`src/rtl/difftest_pkg.sv`:
```
// Shared definitions for the difftest performance-event logger.
// The record layout (coreid, value, delta, cycle) is fixed here at the default widths.
// Blocks built with other widths pack the same fields in the same order.
package difftest_pkg;

    localparam int DEFAULT_COREID_W = 8;
    localparam int DEFAULT_VALUE_W  = 32;
    localparam int CYCLE_W          = 64;
    localparam int DROP_W           = 16;

    // One snapshot record as it travels to the log sink, head of the FIFO first field
    typedef struct packed {
        logic [DEFAULT_COREID_W-1:0] coreid;
        logic [DEFAULT_VALUE_W-1:0]  value;
        logic [DEFAULT_VALUE_W-1:0]  delta;
        logic [CYCLE_W-1:0]          cycle;
    } log_record_t;

    localparam int DEFAULT_REC_W = $bits(log_record_t);

    // Increment that sticks at all-ones instead of wrapping back to zero
    function automatic logic [DROP_W-1:0] sat_inc(input logic [DROP_W-1:0] cnt);
        return (cnt == {DROP_W{1'b1}}) ? cnt : cnt + DROP_W'(1);
    endfunction

endpackage

```
`src/rtl/difftest_log_fifo.sv`:
```
// Small synchronous record FIFO for the event logger.
// Pointers carry one extra wrap bit so full and empty are told apart without a counter.
// A write while full is accepted only if a read frees the head slot on the same edge.
module difftest_log_fifo
    import difftest_pkg::*;
#(
    parameter int WIDTH = DEFAULT_REC_W,
    parameter int DEPTH = 4
) (
    input  logic             clk,
    input  logic             rst,
    input  logic             wr_en,
    input  logic [WIDTH-1:0] wr_data,
    input  logic             rd_en,
    output logic [WIDTH-1:0] rd_data,
    output logic             full,
    output logic             empty
);

    localparam int AW = $clog2(DEPTH);

    logic [AW:0]      wr_ptr_q;
    logic [AW:0]      wr_ptr_d;
    logic [AW:0]      rd_ptr_q;
    logic [AW:0]      rd_ptr_d;
    logic [WIDTH-1:0] mem_q [DEPTH];
    logic [WIDTH-1:0] mem_d [DEPTH];
    logic             do_wr;
    logic             do_rd;

    assign empty = (wr_ptr_q == rd_ptr_q);
    assign full  = (wr_ptr_q[AW] != rd_ptr_q[AW]) &&
                   (wr_ptr_q[AW-1:0] == rd_ptr_q[AW-1:0]);

    assign do_rd = rd_en && !empty;
    assign do_wr = wr_en && (!full || do_rd);

    // Head is forced to zero when nothing is queued so stale entries never leak out
    assign rd_data = empty ? '0 : mem_q[rd_ptr_q[AW-1:0]];

    // Next pointer values and storage contents for this edge
    always_comb begin
        wr_ptr_d = wr_ptr_q;
        rd_ptr_d = rd_ptr_q;
        mem_d    = mem_q;
        if (do_wr) begin
            mem_d[wr_ptr_q[AW-1:0]] = wr_data;
            wr_ptr_d                = wr_ptr_q + (AW+1)'(1);
        end
        if (do_rd) begin
            rd_ptr_d = rd_ptr_q + (AW+1)'(1);
        end
    end

    // Pointer and storage registers, cleared immediately on reset
    always_ff @(posedge clk or posedge rst) begin
        if (rst) begin
            wr_ptr_q <= '0;
            rd_ptr_q <= '0;
            for (int i = 0; i < DEPTH; i++) begin
                mem_q[i] <= '0;
            end
        end else begin
            wr_ptr_q <= wr_ptr_d;
            rd_ptr_q <= rd_ptr_d;
            mem_q    <= mem_d;
        end
    end

endmodule

```
`src/rtl/difftest_log_event.sv`:
```
// Per-event performance counter logger for difftest builds.
// Every INTERVAL cycles, or on flush, it snapshots the event counter into a record
// {coreid, value, delta since last snapshot, cycle stamp} and queues it for the log sink.
// Records that find the queue full are dropped and counted; the delta baseline still moves.
module difftest_log_event
    import difftest_pkg::*;
#(
    parameter     NAME     = "event",
    parameter int COREID_W = DEFAULT_COREID_W,
    parameter int VALUE_W  = DEFAULT_VALUE_W,
    parameter int INTERVAL = 1024,
    parameter int DEPTH    = 4
) (
    input  logic                clk,
    input  logic [COREID_W-1:0] coreid,
    input  logic [VALUE_W-1:0]  value,
    input  logic                rst,
    input  logic                flush,
    output logic                log_valid,
    input  logic                log_ready,
    output logic [COREID_W-1:0] log_coreid,
    output logic [VALUE_W-1:0]  log_value,
    output logic [VALUE_W-1:0]  log_delta,
    output logic [CYCLE_W-1:0]  log_cycle,
    output logic [DROP_W-1:0]   drop_cnt
);

    localparam int            REC_W     = COREID_W + 2 * VALUE_W + CYCLE_W;
    localparam int            IW        = (INTERVAL > 1) ? $clog2(INTERVAL) : 1;
    localparam logic [IW-1:0] LAST_TICK = IW'(INTERVAL - 1);

    logic [CYCLE_W-1:0] cycle_q;
    logic [CYCLE_W-1:0] cycle_d;
    logic [IW-1:0]      interval_q;
    logic [IW-1:0]      interval_d;
    logic [VALUE_W-1:0] last_value_q;
    logic [VALUE_W-1:0] last_value_d;
    logic [DROP_W-1:0]  drop_cnt_q;
    logic [DROP_W-1:0]  drop_cnt_d;

    logic               snap;
    logic               pop;
    logic               push_ok;
    logic               drop;
    logic               fifo_full;
    logic               fifo_empty;
    logic [VALUE_W-1:0] snap_delta;
    logic [REC_W-1:0]   rec_wr;
    logic [REC_W-1:0]   rec_rd;

    assign snap       = (interval_q == LAST_TICK) || flush;
    assign pop        = log_valid && log_ready;
    assign push_ok    = snap && (!fifo_full || pop);
    assign drop       = snap && fifo_full && !pop;
    assign snap_delta = value - last_value_q;
    assign rec_wr     = {coreid, value, snap_delta, cycle_q};

    assign log_valid = !fifo_empty;
    assign {log_coreid, log_value, log_delta, log_cycle} = rec_rd;
    assign drop_cnt  = drop_cnt_q;

    // Free-running cycle stamp, snapshot cadence, delta baseline and drop tally
    always_comb begin
        cycle_d      = cycle_q + CYCLE_W'(1);
        interval_d   = snap ? '0 : interval_q + IW'(1);
        last_value_d = snap ? value : last_value_q;
        drop_cnt_d   = drop ? sat_inc(drop_cnt_q) : drop_cnt_q;
    end

    // State registers, all cleared immediately on reset
    always_ff @(posedge clk or posedge rst) begin
        if (rst) begin
            cycle_q      <= '0;
            interval_q   <= '0;
            last_value_q <= '0;
            drop_cnt_q   <= '0;
        end else begin
            cycle_q      <= cycle_d;
            interval_q   <= interval_d;
            last_value_q <= last_value_d;
            drop_cnt_q   <= drop_cnt_d;
        end
    end

    difftest_log_fifo #(
        .WIDTH (REC_W),
        .DEPTH (DEPTH)
    ) u_fifo (
        .clk     (clk),
        .rst     (rst),
        .wr_en   (push_ok),
        .wr_data (rec_wr),
        .rd_en   (pop),
        .rd_data (rec_rd),
        .full    (fifo_full),
        .empty   (fifo_empty)
    );

`ifdef ENABLE_LOG
    // Simulation trace of every record that makes it into the queue
    always @(posedge clk) begin
        if (!rst && push_ok) begin
            $display("[%0d] %s core=%0d value=%0d delta=%0d",
                     cycle_q, NAME, coreid, value, snap_delta);
        end
    end
`else
    logic unused_name;
    assign unused_name = ^NAME;
`endif

endmodule

```
`config.mk`:
```
export PLATFORM = sky130hd
export DESIGN_NAME = difftest_log_event
export DESIGN_NICKNAME = d
export VERILOG_FILES = /design/src/rtl/difftest_pkg.sv /design/src/rtl/difftest_log_fifo.sv /design/src/rtl/difftest_log_event.sv
export SDC_FILE = /design/constraint.sdc
export NUM_CORES = 1
export LEC_CHECK = 0
export ABC_AREA = 1
export BUFFER_PORTS_ARGS = -buffer_cell sky130_fd_sc_hd__buf_2
export CORE_UTILIZATION = 50
export CTS_CLUSTER_SIZE = 12
export DETAILED_ROUTE_END_ITERATION = 10
export GPL_ROUTABILITY_DRIVEN = 0
export PLACE_DENSITY = 0.66
export RECOVER_POWER = 100
export SETUP_SLACK_MARGIN = 0.1
export SYNTH_ARGS = -nofsm -noshare
export SYNTH_HDL_FRONTEND = slang
export SYNTH_SLANG_ARGS = --single-unit
export TNS_END_PERCENT = 20
```
`constraint.sdc`:
```
create_clock -name clk -period 27 [get_ports clk]
set_input_delay 6.75 -clock clk [delete_from_list [all_inputs] [get_ports clk]]
set_output_delay 6.75 -clock clk [all_outputs]
set_load 0.05 [all_outputs]
```
==> flow_metrics.env <==
export IMPL_status="finished, violations left"
export IMPL_violations="capacitance limit, slew limit"
export IMPL_required_ns=20.25
export IMPL_crit_family="buffers and inverters"
export IMPL_reg2reg_slack_ns=10.61
export IMPL_final_antenna_net_count=0
export IMPL_viasPerCell=5.39
export IMPL_hold_depth=1
export IMPL_routed_wl_um=89600
export IMPL_cp_arrival_ns=11.15
export IMPL_cts_tree="yes"
export IMPL_clock_latency_ns=0.62
export IMPL_cts_buffers=75
export IMPL_hp_class="reg2reg"
export IMPL_placed_area_um2=34500
export IMPL_cts_hold_buf=0
export IMPL_die_w_um=260
export IMPL_ff2ff_path_depth=10
export IMPL_grt_usage_pct=27.0
export IMPL_grt_antenna_before_repair=0
export IMPL_hpwl_um=57700
export IMPL_synth_cell_types=39
export IMPL_finalSetupViolations=0
export IMPL_peakVddDrop_mv=0.180
export IMPL_place_inst=5110
export IMPL_cp_slowest_cell="clkinvlp_2"
export IMPL_path_class="reg2out"
export IMPL_grt_pass1_vias=26570
export IMPL_dp_slack_ns=16.44
export IMPL_yosysSeqAreaShare_pct=50.6
export IMPL_area_growth_pct=10.4
export IMPL_vias=28253
export IMPL_ys_seq_elements=672
export IMPL_finalSetupTns_ns=0
export IMPL_synth_warning_count=0
export IMPL_finalHoldViolations=0
export IMPL_drv_slew=1954
export IMPL_wire_per_inst_um=17.1
export IMPL_synth_main_ff_cell="dfrtp_1"
export IMPL_critPathCaptureType="primary output"
export IMPL_core_um2=65700
export IMPL_worstSetupStartpointType="flip-flop"
export IMPL_postSynthCellCount=4261
export IMPL_grt_overflow=0
export IMPL_drive_above_1_share_pct=4.27
export IMPL_final_cell_area_um2=36700
export IMPL_p_per_area_nw_per_um2=134
export IMPL_die_area_um2=67600
export IMPL_path_max_fanout=117
export IMPL_synth_area_um2=33300
export IMPL_cts_sinks=672
export IMPL_cts_root_buffer="clkbuf_16"
export IMPL_die_y_um=260
export IMPL_path_buf_inv=4
export IMPL_fin_nets=4407
export IMPL_async_flop_share_pct=100
export IMPL_crit_top_cell="nand2_1"
export IMPL_utilization_pct=55.8
export IMPL_diodes=0
export IMPL_start_util_pct=50.6
export IMPL_drtIter0Drc=2577
export IMPL_fin_skew_ns=0.0205
export IMPL_path_clk_slew_ns=0.06
export IMPL_max_stage_delay_ns=3.58
export IMPL_timing_slew_headroom_pct=-243
export IMPL_cts_buffer_depth=3
export IMPL_syn_mean_instance_area_um2=7.81
export IMPL_cts_resized=0
export IMPL_h_tree_depth=3
export IMPL_rows=94
export IMPL_r2r_start="u_fifo.rd_ptr_q[0]"
export IMPL_drc_errors=0
export IMPL_endpoint="log_cycle[1]"
export IMPL_final_cell_mix="1197 x nand2_1, 670 x dfrtp_1, 647 x o21ai_0"
export IMPL_fmax_mhz=55.9
export IMPL_power_leakage_nw=18.2
export IMPL_grt_pass1_wl_um=146000
export IMPL_port_buffers=196
export IMPL_final_common_cell="nand2_1"
export IMPL_rsz0062_at_grt="no"
export IMPL_syn_num_nets=4345
export IMPL_tightestPinTransition_ns=5.12
export IMPL_r2r_end="u_fifo.mem_q[284]"
export IMPL_cp_num_cells=8
export IMPL_fin_cells=5246
export IMPL_min_period_over_period_pct=66.3
export IMPL_post_cts_setup_buffers=0
export IMPL_setup_ws_ns=9.10
export IMPL_critPathLaunch="u_fifo.rd_ptr_q[0]"
export IMPL_drv_cap=23
export IMPL_drtPass1Iterations=5
export IMPL_synth_edf_count=0
export IMPL_grt_max_degree=175
export IMPL_worstPathCellList="clkinvlp_2, nand2_1, a21oi_1, nand2_1, clkbuf_1, nand2_1, inv_1, clkbuf_1"
export IMPL_io_pins=197
export IMPL_finalCriticalPeriod_ns=17.90
-- cell usage after synthesis, drive strengths merged, types with 36 or more instances --
library cell / n / area (um2)
a21oi: 36 / 180
buf: 70 / 420
clkbuf: 162 / 609
dfrtp: 672 / 16800
ha: 39 / 488
inv: 456 / 1710
nand2: 1197 / 4500
nand3: 130 / 661
nor2: 520 / 2000
nor3: 49 / 245
o21ai: 650 / 3290
o32ai: 125 / 1090
xor2: 87 / 762
-- layer usage --
metal	global-route usage (%)	vias up	wire length (um)
met4	8.20	0	2140
met5	0	-	0
met1	39.7	13565	42000
met3	3.76	134	5590
met2	41.2	799	39900
li1	-	13755	-
-- sequential cells by signal (all words and copies together), names as in the netlist --
register	count
u_fifo.rd_ptr_q	3
drop_cnt	16
last_value_q	32
u_fifo.wr_ptr_q	3
cycle_q	64
interval_q	10
u_fifo.mem_q	544
-- cell families after synthesis --
| group | Yosys count | share of synthesized area, % |
|---|---|---|
| flops | 672 | 50.6 |
| buf+inv | 689 | 8.25 |
| compound gates | 817 | 13.8 |
| simple gates | 1945 | 23.2 |
| mux | 1 | 0.0339 |
| xor+xnor | 97 | 2.55 |
| fa+ha+maj | 40 | 1.53 |
-- where the power goes --
group / leakage (nW) / total [mW] / switching [mW] / internal [mW]
sequential: 8.73 / 1.46 / 0.180 / 1.28
combinational: 8.21 / 2.42 / 1.85 / 0.574
clock: 1.25 / 1.05 / 0.419 / 0.631
-- worst min path at each step --
stage	start	to
final	interval_q[0]	interval_q[0]
after global routing	u_fifo.mem_q[208]	u_fifo.mem_q[208]
after CTS	interval_q[0]	interval_q[0]
after detailed placement	u_fifo.mem_q[210]	u_fifo.mem_q[210]
after global placement	u_fifo.mem_q[211]	u_fifo.mem_q[211]
after floorplan	interval_q[0]	interval_q[0]
-- stage by stage --
stage,hold slack [ns],total power [mW]
2_1_floorplan,0.433,3.32
3_3_place_gp,0.452,3.89
3_5_place_dp,0.458,3.91
4_1_cts,0.468,4.98
5_1_grt,0.492,5.26
6_report,0.462,4.93
-- final cells by class --
class	count	area [um2]
clock buffer	117	2290
clock inverter	19	260
fill	6383	29000
inverter	457	1720
multi-input combinational	2900	13600
sequential	672	16800
tap	864	1080
timing repair buffer	217	915
Note: power is estimated with default switching activity, not from simulation.
